## src/rtl/pc_fetch.sv

```systemverilog
// Program-counter register and instruction-fetch sequencer.
// Holds the current PC, fetches the instruction at that PC, presents it until
// the pipeline accepts it, then selects the next PC (jump > branch > PC+4).
// A misaligned next PC parks the block in a sticky trap state until reset.
module pc_fetch #(
  parameter int               WIDTH    = 32,
  parameter logic [WIDTH-1:0] RESET_PC = '0
) (
  input  logic             clk,
  input  logic             rst,
  input  logic [WIDTH-1:0] pc_plus4,
  output logic [WIDTH-1:0] pc_out,
  input  logic             branch_take,
  input  logic [WIDTH-1:0] branch_target,
  input  logic             jump,
  input  logic [WIDTH-1:0] jump_target,
  input  logic             stall,
  output logic             imem_req,
  input  logic             imem_ack,
  input  logic [WIDTH-1:0] imem_rdata,
  output logic [WIDTH-1:0] instr,
  output logic             instr_valid,
  output logic             fault
);

  typedef enum logic [1:0] {
    IDLE  = 2'd0,
    FETCH = 2'd1,
    ISSUE = 2'd2,
    FAULT = 2'd3
  } state_t;

  state_t           state_reg, state_next;
  logic [WIDTH-1:0] pc_reg, pc_next;
  logic [WIDTH-1:0] instr_reg, instr_next;
  logic [WIDTH-1:0] target;

  // Next-PC candidate: jump beats branch, branch beats the sequential PC
  always_comb begin
    target = pc_plus4;
    if (jump)
      target = jump_target;
    else if (branch_take)
      target = branch_target;
  end

  // Next-state and datapath load decisions
  always_comb begin
    state_next = state_reg;
    pc_next    = pc_reg;
    instr_next = instr_reg;
    case (state_reg)
      IDLE: begin
        state_next = FETCH;
      end
      FETCH: begin
        // Unbounded wait states: stay here until memory acknowledges
        if (imem_ack) begin
          instr_next = imem_rdata;
          state_next = ISSUE;
        end
      end
      ISSUE: begin
        // Redirect inputs only matter on the cycle the instruction is accepted
        if (!stall) begin
          if (target[1:0] == 2'b00) begin
            pc_next    = target;
            state_next = FETCH;
          end else begin
            // Keep the PC of the instruction that produced the bad target
            state_next = FAULT;
          end
        end
      end
      FAULT: begin
        state_next = FAULT;
      end
      default: begin
        state_next = IDLE;
      end
    endcase
  end

  // State, PC and instruction registers; reset abandons any fetch or stall
  always_ff @(posedge clk or posedge rst) begin
    if (rst) begin
      state_reg <= IDLE;
      pc_reg    <= RESET_PC;
      instr_reg <= '0;
    end else begin
      state_reg <= state_next;
      pc_reg    <= pc_next;
      instr_reg <= instr_next;
    end
  end

  // Control outputs decode the state register only, so no input reaches them
  assign imem_req    = (state_reg == FETCH);
  assign instr_valid = (state_reg == ISSUE);
  assign fault       = (state_reg == FAULT);
  assign pc_out      = pc_reg;
  assign instr       = instr_reg;

endmodule

```

## config.mk

```make
export PLATFORM = sky130hd
export DESIGN_NAME = pc_fetch
export DESIGN_NICKNAME = d
export VERILOG_FILES = /design/src/rtl/pc_fetch.sv
export SDC_FILE = /design/constraint.sdc
export NUM_CORES = 1
export LEC_CHECK = 0
export ABC_AREA = 1
export BUFFER_PORTS_ARGS = -buffer_cell sky130_fd_sc_hd__buf_4
export CELL_PAD_IN_SITES_DETAIL_PLACEMENT = 1
export CELL_PAD_IN_SITES_GLOBAL_PLACEMENT = 2
export CORE_MARGIN = 3
export CORE_UTILIZATION = 22
export CTS_CLUSTER_SIZE = 24
export DETAILED_ROUTE_END_ITERATION = 16
export PLACE_DENSITY_LB_ADDON = 0.1
export SYNTH_ARGS = -nofsm -noshare
export SYNTH_HDL_FRONTEND = slang
export SYNTH_SLANG_ARGS = --single-unit
```

## constraint.sdc

```tcl
create_clock -name clk -period 2.06 [get_ports clk]
set_input_delay 0 -clock clk [delete_from_list [all_inputs] [get_ports clk]]
set_output_delay 0 -clock clk [all_outputs]
set_load 0.005 [all_outputs]
```

* Word level (Yosys, flattened, before mapping)
Index checks and enable logic that the tools add are counted.
** Operators by class
- Eq/ne operators :: 5
- Bitwise operators :: 1
- Mux-type cells :: 6
- Reductions and logical operators :: 5
** Operators by type and width (count)
- 32-bit 2-to-1 mux :: 2
- 2-bit one-hot mux with 4 select lines :: 1
- 2-bit 2-to-1 mux :: 3
- 2-bit equality test, second input constant :: 2
- 2-bit logical NOT :: 2
- 2-bit AND reduction :: 2
- 3-bit AND reduction :: 1
- 2-bit by 1-bit equality test with 1-bit output, second input constant :: 1
- 2-bit by 1-bit != test with 1-bit output, second input constant :: 1
- 2-bit != test, second input constant :: 1
- 1-bit NOT :: 1
** Storage, ports and cells
- Input port bits :: 134
- Output and inout bits :: 67
- Word-level logic and storage cells :: 20
- Register bits :: 66

* Longest topological paths before layout
Gate-level depths: netlist of the first run.
- Depth in word-level cells :: 6
- Depth in mapped cells :: 9
- Depth with buffers taken out :: 7

* Least setup slack after synthesis of the first run
No wires, ideal clock.
- Path type :: reg-to-reg
- Start :: register state_reg[0]
- End :: register pc_reg[10], in the netlist pc_out[10]
- Data arrival time :: 1.034 ns
- Cell stages (with the launch flop) :: 8
- Clock period less this slack :: 1.151 ns
- Library setup time :: 0.117 ns
- Buffers on the path :: 1
- Slack :: 0.909 ns
- Path through :: dfrtp_1 > inv_1 > nand2_1 > nor2_4 > nand3_4 > buf_6 > nand2_1 > nand2_1
** On the way
- Word-level cells in the longest chain between the ends :: 2
** RTL lines
- from (decl) :: line 33 : state_t state_reg, state_next;
- from (signal assigned) :: line 91 : state_reg <= state_next;
- 2-bit equality test :: line 52 : case (state_reg)
- 3-bit AND reduction (no line)
- to (signal assigned) :: line 92 : pc_reg <= pc_next;
- to (decl) :: line 34 : logic [WIDTH-1:0] pc_reg, pc_next;
No other way between the ends.
A chain may end at the register's enable or synchronous reset.

* Final worst setup path of the first run
- Start :: register state_reg[0]
- End :: register pc_reg[23], in the netlist pc_out[23]
The elaborated chain is that of the path after synthesis.

==> results of run 1 <==
per-layer routing:
layer | vias up | global-route usage, % | wire length, um
met5 | - | 0 | 0
met4 | 0 | 4.965 | 227
met3 | 15 | 4.084 | 980
met2 | 144 | 24.00 | 5972
met1 | 1758 | 19.66 | 5764
li1 | 1986 | - | -
cell type report:
class,instances,area [um^2]
Multi-Input combinational cell,360,1500
Sequential cell,66,1652
Clock buffer,12,266.5
Tap cell,211,264.0
Clock inverter,4,25.02
Inverter,43,162.7
Timing Repair Buffer,244,1932
Fill cell,1925,9569
timing repair:
item / 4_1_cts / 5_1_grt
gates resized for setup: 0 / 0
hold buffers: 35 / 0
endpoints found under the hold margin: 62 / 0
worst max-delay path: stages (launching register included):
cell and delay, ns:
dfrtp_1 0.37, inv_1 0.10, nand2_1 0.12, nor2_4 0.16
nand3_4 0.34, nand2_1 0.17, nand2_1 0.07
kinds of logic after synthesis:
logic type             Yosys count  synth area share, %
and+or+nand+nor                327                38.08
buffers and inverters           75                10.10
DFF                             66                47.11
AOI/OAI and AO/OA               33                4.711
stage by stage:
step           instances  hold slack, ns  setup WS [ns]
2_1_floorplan        501          0.1285         0.4052
3_3_place_gp         889         0.06446         0.5875
3_5_place_dp         889         0.07512         0.4779
4_1_cts              940        0.004009         0.5709
5_1_grt              940         0.02647         0.4228
6_report             940         0.01034         0.6047
synthesized netlist by cell type:
cell type    n  share of area [%]
a21oi_1      1               0.14
buf_2       13                1.9
buf_6        7                2.2
clkbuf_1     9               0.96
clkbuf_2     3               0.43
dfrtp_1     66                 47
inv_1       42                4.5
inv_2        1               0.11
nand2_1    254                 27
nand2_2      1               0.18
nand3_1     65                9.3
nand3_4      1               0.50
nor2_1       4               0.43
nor2_2       1               0.18
nor2_4       1               0.32
o21ai_0     32                4.6
worst paths after layout:
path                                           to  cells past startpoint  slack, ns                     start
max                        pc_out[23]$_DFFE_PP0P_                      6       0.60  state_reg[0]$_DFFE_PP0P_
min                        pc_out[14]$_DFFE_PP0P_                      5       0.01           jump_target[14]
max reg2reg                pc_out[23]$_DFFE_PP0P_                      6       0.60  state_reg[0]$_DFFE_PP0P_
min reg2reg                 instr[13]$_DFFE_PP0P_                      2       0.47     instr[13]$_DFFE_PP0P_
max in group asynchronous   pc_out[0]$_DFFE_PP0P_                      4       1.18                       rst
min in group asynchronous   pc_out[6]$_DFFE_PP0P_                      3       0.27                       rst
power by group:
| part | leakage (nW) | switching, W | internal [W] |
|---|---|---|---|
| clock | 0.141 | 0.000542 | 0.000908 |
| sequential | 0.880 | 0.0000878 | 0.00145 |
| combinational | 2.36 | 0.000368 | 0.000495 |
==> run metrics, run 1 <==
Synth warnings=0; setup bufs post-CTS=0; first-pass GRT wire length=21.53 mm; Hold Path Class=input port to flip-flop; GRT overflow=0; Num CTS Buffers=9; Placer Congestion=0.7483; Clock transition at path regs=0.06 ns; placed inst area=5160 um^2; #FFs+latches synth=66; kind of critical path=flip-flop to flip-flop; CTS H-Tree Depth=3; via count=3903; Syn Std Cell Area=3506 um^2; critical path arrival=roughly 1.7 ns; clock latency at the later pin of the worst-skew pair=0.32 ns; CP required=roughly 2.3 ns; initial core utilization=between 20 and 25%; RSZ-0062 raised after global routing=no; DRC=0; synthesized area per cell=6.998 um^2; fin crit period=1.455 ns; TritonCTS clock tree=yes; Mapped Cells=501; utilization after layout=37.75%; die width=132.2 um; largest net degree at the start of global routing=52; Clock Root Buffer=clkbuf_16; largest fanout on the critical path=32; sequential fraction of the synthesis area=47.11%; final setup violation count=0; via density per instance=around 4.2; vias in the first global route=4210; final hold vios=0; Rows=45; worst clock skew=0.004837 ns; initial drt markers=130; TNS Setup=0 ns; status=finished, final reports clean; Max-Cap Viols=0; fraction of layout instances using a drive strength above 1=between 30% and 40%; First-pass DRT Iterations=4; CP Launch Type=flip-flop; Die Height=132.2 um; DP Wirelength=9.688 mm; fin area=between 5000 and 6000 um^2; FMAX=687.1 MHz; max-slew violation count=0; # IOs=201; Post-DRT Antenna Nets=0; commonest non-fill, non-tap cell in the layout=nand2_1; Power, Total=0.003854 W; layout net count=858; clock sinks=66; clock buffer depth=2; P_leak=3.376 nW; Post-Syn Nets=635; GRT Total Usage=14.99%; Final Cycle Share=70.65%; Worst-Margin Slew=~0.59 ns; most frequent cells in the layout=nand2_1, buf_4, dfrtp_1; Routed WL per cell=13.77 um; Core ar.=~15000 um^2; # port buffers=200; Max-slew headroom=60.58%; VDD IR max=approximately 0.31 mV; Layout area overhead=65.49%; PD cells=664.3 nW/um^2; initial antenna violation count=0; Post-Route WL=12.94 mm; area of the die=17490 um^2; crit end category=flip-flop; Ant. Diodes=0; Unique masters post-synth=16
No activity file was read; power rests on OpenSTA's default activity.
==> inputs of run 2 (changes only) <==
--- a/config.mk
+++ b/config.mk
@@ -10,7 +10,7 @@
 export CELL_PAD_IN_SITES_DETAIL_PLACEMENT = 1
 export CELL_PAD_IN_SITES_GLOBAL_PLACEMENT = 2
 export CORE_MARGIN = 3
-export CORE_UTILIZATION = 22
+export CORE_UTILIZATION = 20
 export CTS_CLUSTER_SIZE = 24
 export DETAILED_ROUTE_END_ITERATION = 16
 export PLACE_DENSITY_LB_ADDON = 0.1
==> constraint.sdc (replaced) <==
create_clock -name clk -period 1.3 [get_ports clk]
set_input_delay 0 -clock clk [delete_from_list [all_inputs] [get_ports clk]]
set_output_delay 0 -clock clk [all_outputs]
set_load 0.005 [all_outputs]
==> run 2 against run 1 <==
  * Sequential power grew 59%
  * First-iteration DRC count increased by 2.3%
  * Worst setup slack got worse by 0.53 ns
  * Routed wire length grew 4.3%
  * Sequential share of layout area fell by 1.1 points
  * Die area increased by 9.5%
  * Critical path type unchanged
  * Cell count is 2.8% higher
  * Largest cell class unchanged
==> run metrics, run 2 (synthesized netlist as in run 1, its figures left out) <==
FMAX=813.2 MHz; initial drt markers=133; Worst path max stage delay=0.39 ns; clock buffer depth=2; First-pass DRT Iterations=4; commonest non-fill, non-tap cell in the layout=nand2_1; # port buffers=200; layout net count=876; Num CTS Buffers=9; Routed WL per cell=approximately 14 um; critical path arrival=between 1 and 1.5 ns; P_leak=between 3 and 4 nW; GRT Total Usage=between 10% and 20%; Max-Cap Viols=0; CP max stage cell=dfrtp_1; setup ws final=about 0.070 ns; CP Launch Type=flip-flop; Rows=47; die width=138.4 um; clock latency at the later pin of the worst-skew pair=0.33 ns; clock sinks=66; Post-Route WL=approximately 14 mm; Clock Root Buffer=clkbuf_16; fin crit period=1.230 ns; Layout area overhead=72.52%; fraction of layout instances using a drive strength above 1=32.57%; Core ar.=roughly 17000 um^2; Max-slew headroom=about 74%; Post-DRT Antenna Nets=0; Placer Congestion=0.7062; worst path cell trace=inv_2, nand2_4, nor2_4, nand3_4, buf_12, nand2_1, nand2_1; CP most frequent cell=nand2_1; pre-CTS setup slack=0.002402 ns; via density per instance=4.077; final hold vios=0; worst clock skew=roughly 0.0042 ns; VDD IR max=between 0.4 and 0.5 mV; Die Height=138.4 um; CTS H-Tree Depth=3; area of the die=19150 um^2; TritonCTS clock tree=yes; DRC=0; RSZ-0062 raised after global routing=yes; # IOs=~200; status=finished, final reports clean; FILL cells=2056; GRT overflow=0; CP required=1.52 ns; kind of critical path=flip-flop to flip-flop; Clock transition at path regs=~0.05 ns; placed inst area=5256 um^2; most frequent cells in the layout=nand2_1, buf_4, nand3_1, dfrtp_1, dlygate4sd3_1; dpl cells=904; DP Wirelength=10.18 mm; via count=around 4000; crit end category=flip-flop; initial core utilization=about a fifth; first-pass GRT wire length=22.23 mm; largest net degree at the start of global routing=67; fin area=6048 um^2; initial antenna violation count=0; vias in the first global route=approximately 4300; Hold Path Class=input port to flip-flop; PD cells=1038 nW/um^2; Power, Total=between 0.006 and 0.007 W; final setup violation count=0; Final Cycle Share=94.59%; Ant. Diodes=0; largest fanout on the critical path=20; max-slew violation count=0; Worst-Margin Slew=0.3867 ns; fin cells=966
-- run 2: cell types whose count changed in the layout (fill, tap and decap cells not counted), moves of 2 or more --
cell | previous run | this run
buf_12 | 1 | 4
buf_6 | 0 | 5
clkbuf_8 | 3 | 1
dlygate4sd3_1 | 35 | 44
nand2_1 | 254 | 252
-- run 2: area by class of cell --
type / count / area, um^2 / area share (%)
Multi-Input combinational cell: 360 / 1515 / 25.05
Clock inverter: 5 / 55.05 / 0.9102
Tap cell: 220 / 275.3 / 4.551
Sequential cell: 66 / 1653 / 27.33
Clock buffer: 10 / 239.0 / 3.951
Inverter: 43 / 165.2 / 2.731
Timing Repair Buffer: 262 / 2146 / 35.48
-- run 2: power breakdown --
part | total, W | switching [W] | leakage [nW] | internal [W]
logic | 0.00141 | 0.000591 | 2.46 | 0.000823
registers | 0.00245 | 0.000145 | 0.879 | 0.00230
clock network | 0.00242 | 0.000900 | 0.140 | 0.00152
-- run 2: path summary, 6_finish.rpt --
| kind | start | to | slack [ns] | depth (start not counted) |
|---|---|---|---|---|
| max | state_reg[0]$_DFFE_PP0P_ | pc_out[15]$_DFFE_PP0P_ | 0.07 | 7 |
| min | jump_target[14] | pc_out[14]$_DFFE_PP0P_ | 0.005 | 5 |
| max reg2reg | state_reg[0]$_DFFE_PP0P_ | pc_out[15]$_DFFE_PP0P_ | 0.07 | 7 |
| min reg2reg | instr[4]$_DFFE_PP0P_ | instr[4]$_DFFE_PP0P_ | 0.47 | 2 |
| max in group asynchronous | rst | state_reg[1]$_DFFE_PP0P_ | 0.64 | 4 |
| min in group asynchronous | rst | instr[15]$_DFFE_PP0P_ | 0.32 | 4 |
-- run 2: metal layers --
layer	vias to the layer above	track usage, %	part of all wire, %
li1	2020	-	-
met1	1779	17.78	44
met2	126	24.10	48
met3	13	3.142	6.3
met4	0	4.680	1.4
met5	-	0	0
-- run 2: timing repair --
item,in CTS,in global routing
pin swaps,1,1
resized for setup,2,9
gates cloned,0,0
hold buffers,44,0
hold endpoints to repair,109,0
setup buffers,2,1
setup endpoints to repair,2,63
-- run 2: through the flow --
step / hold slack [ns] / TNS, ns / utilization, %
detailed placement: 0.1439 / 0 / 31.14
CTS: 0.00006556 / 0 / 35.62
floorplan: 0.1285 / 0 / -
finish: 0.004907 / 0 / 35.84
global route: 0.02765 / -0.04373 / 35.84
global placement: 0.1398 / 0 / 31.14
-- run 2: critical path, delay by kind of cell (launching register included) --
family | cells | cell delay [ns]
buffers and inverters | 2 | 0.28
flip-flops | 1 | 0.39
AND/OR/NAND/NOR | 5 | 0.44
==> inputs of run 3 (changes only) <==
--- a/config.mk
+++ b/config.mk
@@ -5,12 +5,11 @@
 export SDC_FILE = /design/constraint.sdc
 export NUM_CORES = 1
 export LEC_CHECK = 0
-export ABC_AREA = 1
 export BUFFER_PORTS_ARGS = -buffer_cell sky130_fd_sc_hd__buf_4
 export CELL_PAD_IN_SITES_DETAIL_PLACEMENT = 1
 export CELL_PAD_IN_SITES_GLOBAL_PLACEMENT = 2
 export CORE_MARGIN = 3
-export CORE_UTILIZATION = 20
+export CORE_UTILIZATION = 22
 export CTS_CLUSTER_SIZE = 24
 export DETAILED_ROUTE_END_ITERATION = 16
 export PLACE_DENSITY_LB_ADDON = 0.1
==> run 3 against run 2 <==
  * The run now ends with setup timing left
  * Worst setup slack worse by 0.29 ns
  * Global-route usage grew 0.32 points
  * Largest cell class unchanged
  * Hold slack better by 0.0081 ns
  * Sequential power rose by 15%
==> run metrics, run 3 <==
GRT overflow=0; Die Height=125.2 um; Post-DRT Antenna Nets=0; Synth warnings=0; Num CTS Buffers=9; CP required=1.51 ns; failing checks=setup timing; Routed WL per cell=around 17 um; largest net degree at the start of global routing=33; TritonCTS clock tree=yes; GRT Total Usage=14.47%; fin cells=between 600 and 700; crit end category=flip-flop; initial antenna violation count=0; initial drt markers=94; DP Wirelength=8.320 mm; via density per instance=4.228; Post-Synth Adder-Cell Area=0%; max-slew violation count=0; most frequent cell after synthesis=dfrtp_1; worst path cell trace=nor2b_2, nor4b_4, buf_6, buf_8, mux2_4; largest fanout on the critical path=7; dpl cells=627; Worst-Margin Slew=0.4521 ns; Syn Std Cell Area=3127 um^2; FMAX=around 660 MHz; Main synth FF type=dfrtp_1; Unique masters post-synth=21; FF-to-FF setup slack=-0.22 ns; WP buf/inv=2; CP Launch Type=flip-flop; final setup violation count=64; fin crit period=~1.5 ns; Mapped Cells=251; fraction of layout instances using a drive strength above 1=60.27%; Max-slew headroom=69.80%; P_leak=3.028 nW; Post-Syn Nets=385; Synth Area in XOR/XNOR=0%; clock sinks=66; First-pass DRT Iterations=4; #FFs+latches synth=66; commonest non-fill, non-tap cell in the layout=buf_4; initial core utilization=23.06%; # IOs=between 200 and 250; WHS Path Cells=4; PD cells=between 1000 and 1500 nW/um^2; CTS H-Tree Depth=3; Yosys top cell by area=dfrtp_1; kind of critical path=flip-flop to flip-flop; largest family of logic cells by synthesized area=multiplexers; critical path arrival=1.73 ns; Ant. Diodes=0; area of the die=15680 um^2; Post-synth EDFFs=0; most frequent cells in the layout=buf_4, dfrtp_1, dlygate4sd3_1; Post-synth ARST share=100.0%; Core ar.=13560 um^2; VDD IR max=0.9139 mV; die width=125.2 um; Hold Slack=0.01304 ns; sequential fraction of the synthesis area=52.82%; Hold Path Class=input port to flip-flop; Crit. path cell count=5; clock latency at the later pin of the worst-skew pair=~0.33 ns; sequential standard cell area=between 1500 and 2000 um^2; clock buffer depth=2; CP max stage cell=dfrtp_1; RSZ-0062 raised after global routing=yes; via count=a little under 3000; Worst path max stage delay=0.39 ns; setup ws final=-0.2209 ns; Clock transition at path regs=0.05 ns; Rows=42; compound-cell area share of the yosys netlist=5.842%; Clock Root Buffer=clkbuf_16; Post-Route WL=11.71 mm; Max-Cap Viols=0; utilization after layout=44.20%; Layout area overhead=91.64%; Post-synth top cells=dfrtp_1, mux2_2, nand2_1; synthesized area per cell=around 12 um^2; Final Cycle Share=117.0%; Placer Congestion=0.7358; status=complete, but fails checks; post-synth top area share=52.82%; worst clock skew=0.005075 ns; DRC=0; vias in the first global route=3299; Synth area leaders=dfrtp_1, mux2_2, mux2i_1; layout net count=647; multi-input logic area=1495 um^2; post-synthesis simple-gate area fraction=under 10%; final hold vios=0; first-pass GRT wire length=17.79 mm; FILL cells=1482; CP delay by family, top=flip-flops; # port buffers=200; worst reg-to-reg path cell count=5; mux share of post-synthesis cell area=31.93%
run 3: cell count changes after synthesis, sizes merged, moves of 4 or more:
cell / delta
nand3: -66
nor2b: +4
nor2: -4
mux2i: +30
buf: -11
mux2: +62
clkbuf: -4
nand2: -224
inv: -42
run 3: layout make-up:
cell class,instances,area share [%]
clock buffers,11,4.051
clock inverters,3,1.086
inverters,1,0.1253
multi-input cells,167,24.95
flip-flops and latches,66,27.56
well taps,176,3.675
repair buffers,268,38.55
run 3: timing repair:
action                                  CTS  global route
cloned                                    3             4
hold endpoints to repair                 53             0
gates resized for setup                  10            42
hold buffers                             39             0
buffers inserted                          5             2
endpoints found under the setup margin   65            65
pin swaps                                 0             1
run 3: worst paths after layout:
kind	from	to
max	state_reg[0]$_DFFE_PP0P_	pc_out[9]$_DFFE_PP0P_
min	jump_target[13]	pc_out[13]$_DFFE_PP0P_
max reg2reg	state_reg[0]$_DFFE_PP0P_	pc_out[9]$_DFFE_PP0P_
min reg2reg	instr[5]$_DFFE_PP0P_	instr[5]$_DFFE_PP0P_
max in group asynchronous	rst	instr[26]$_DFFE_PP0P_
min in group asynchronous	rst	pc_out[1]$_DFFE_PP0P_
run 3: worst reg2reg max path: cells and delay by family (launching register included):
kind / cells / cell delay [ns]
DFF: 1 / 0.39
muxes: 1 / 0.30
and+or+nand+nor: 2 / 0.36
buffers and inverters: 2 / 0.36
run 3: kinds of logic (layout without fill, tap and decap cells):
| kind of cell | Yosys count | after routing |
|---|---|---|
| flip-flops | 66 | 66 |
| AND/OR/NAND/NOR | 41 | 41 |
| buffers and inverters | 18 | 283 |
| multiplexers | 92 | 92 |
| AO/OA/AOI/OAI | 34 | 34 |
run 3: power breakdown:
group / internal, W / switching, W
registers: 0.00256 / 0.000260
clock network: 0.00171 / 0.000853
logic: 0.00144 / 0.000675
run 3: routing by layer:
metal / GRT usage, % / share of wire (%) / vias to the layer above
met5: 0 / 0 / -
met4: 3.253 / 0.91 / 0
met3: 5.714 / 6.7 / 6
met2: 25.40 / 52 / 106
met1: 16.66 / 41 / 1412
li1: - / - / 1402
run 3: metrics by stage:
| stage | TNS, ns | worst slack (ns) | cell area [um^2] | power (W) |
|---|---|---|---|---|
| 2_1_floorplan | -7.243 | -0.2537 | 3168 | 0.003474 |
| 3_3_place_gp | -9.742 | -0.2095 | 4941 | 0.004756 |
| 3_5_place_dp | -11.66 | -0.2483 | 4941 | 0.004810 |
| 4_1_cts | -10.83 | -0.2252 | 5788 | 0.007534 |
| 5_1_grt | -15.12 | -0.2882 | 5992 | 0.007955 |
| 6_report | -11.50 | -0.2209 | 5992 | 0.007487 |
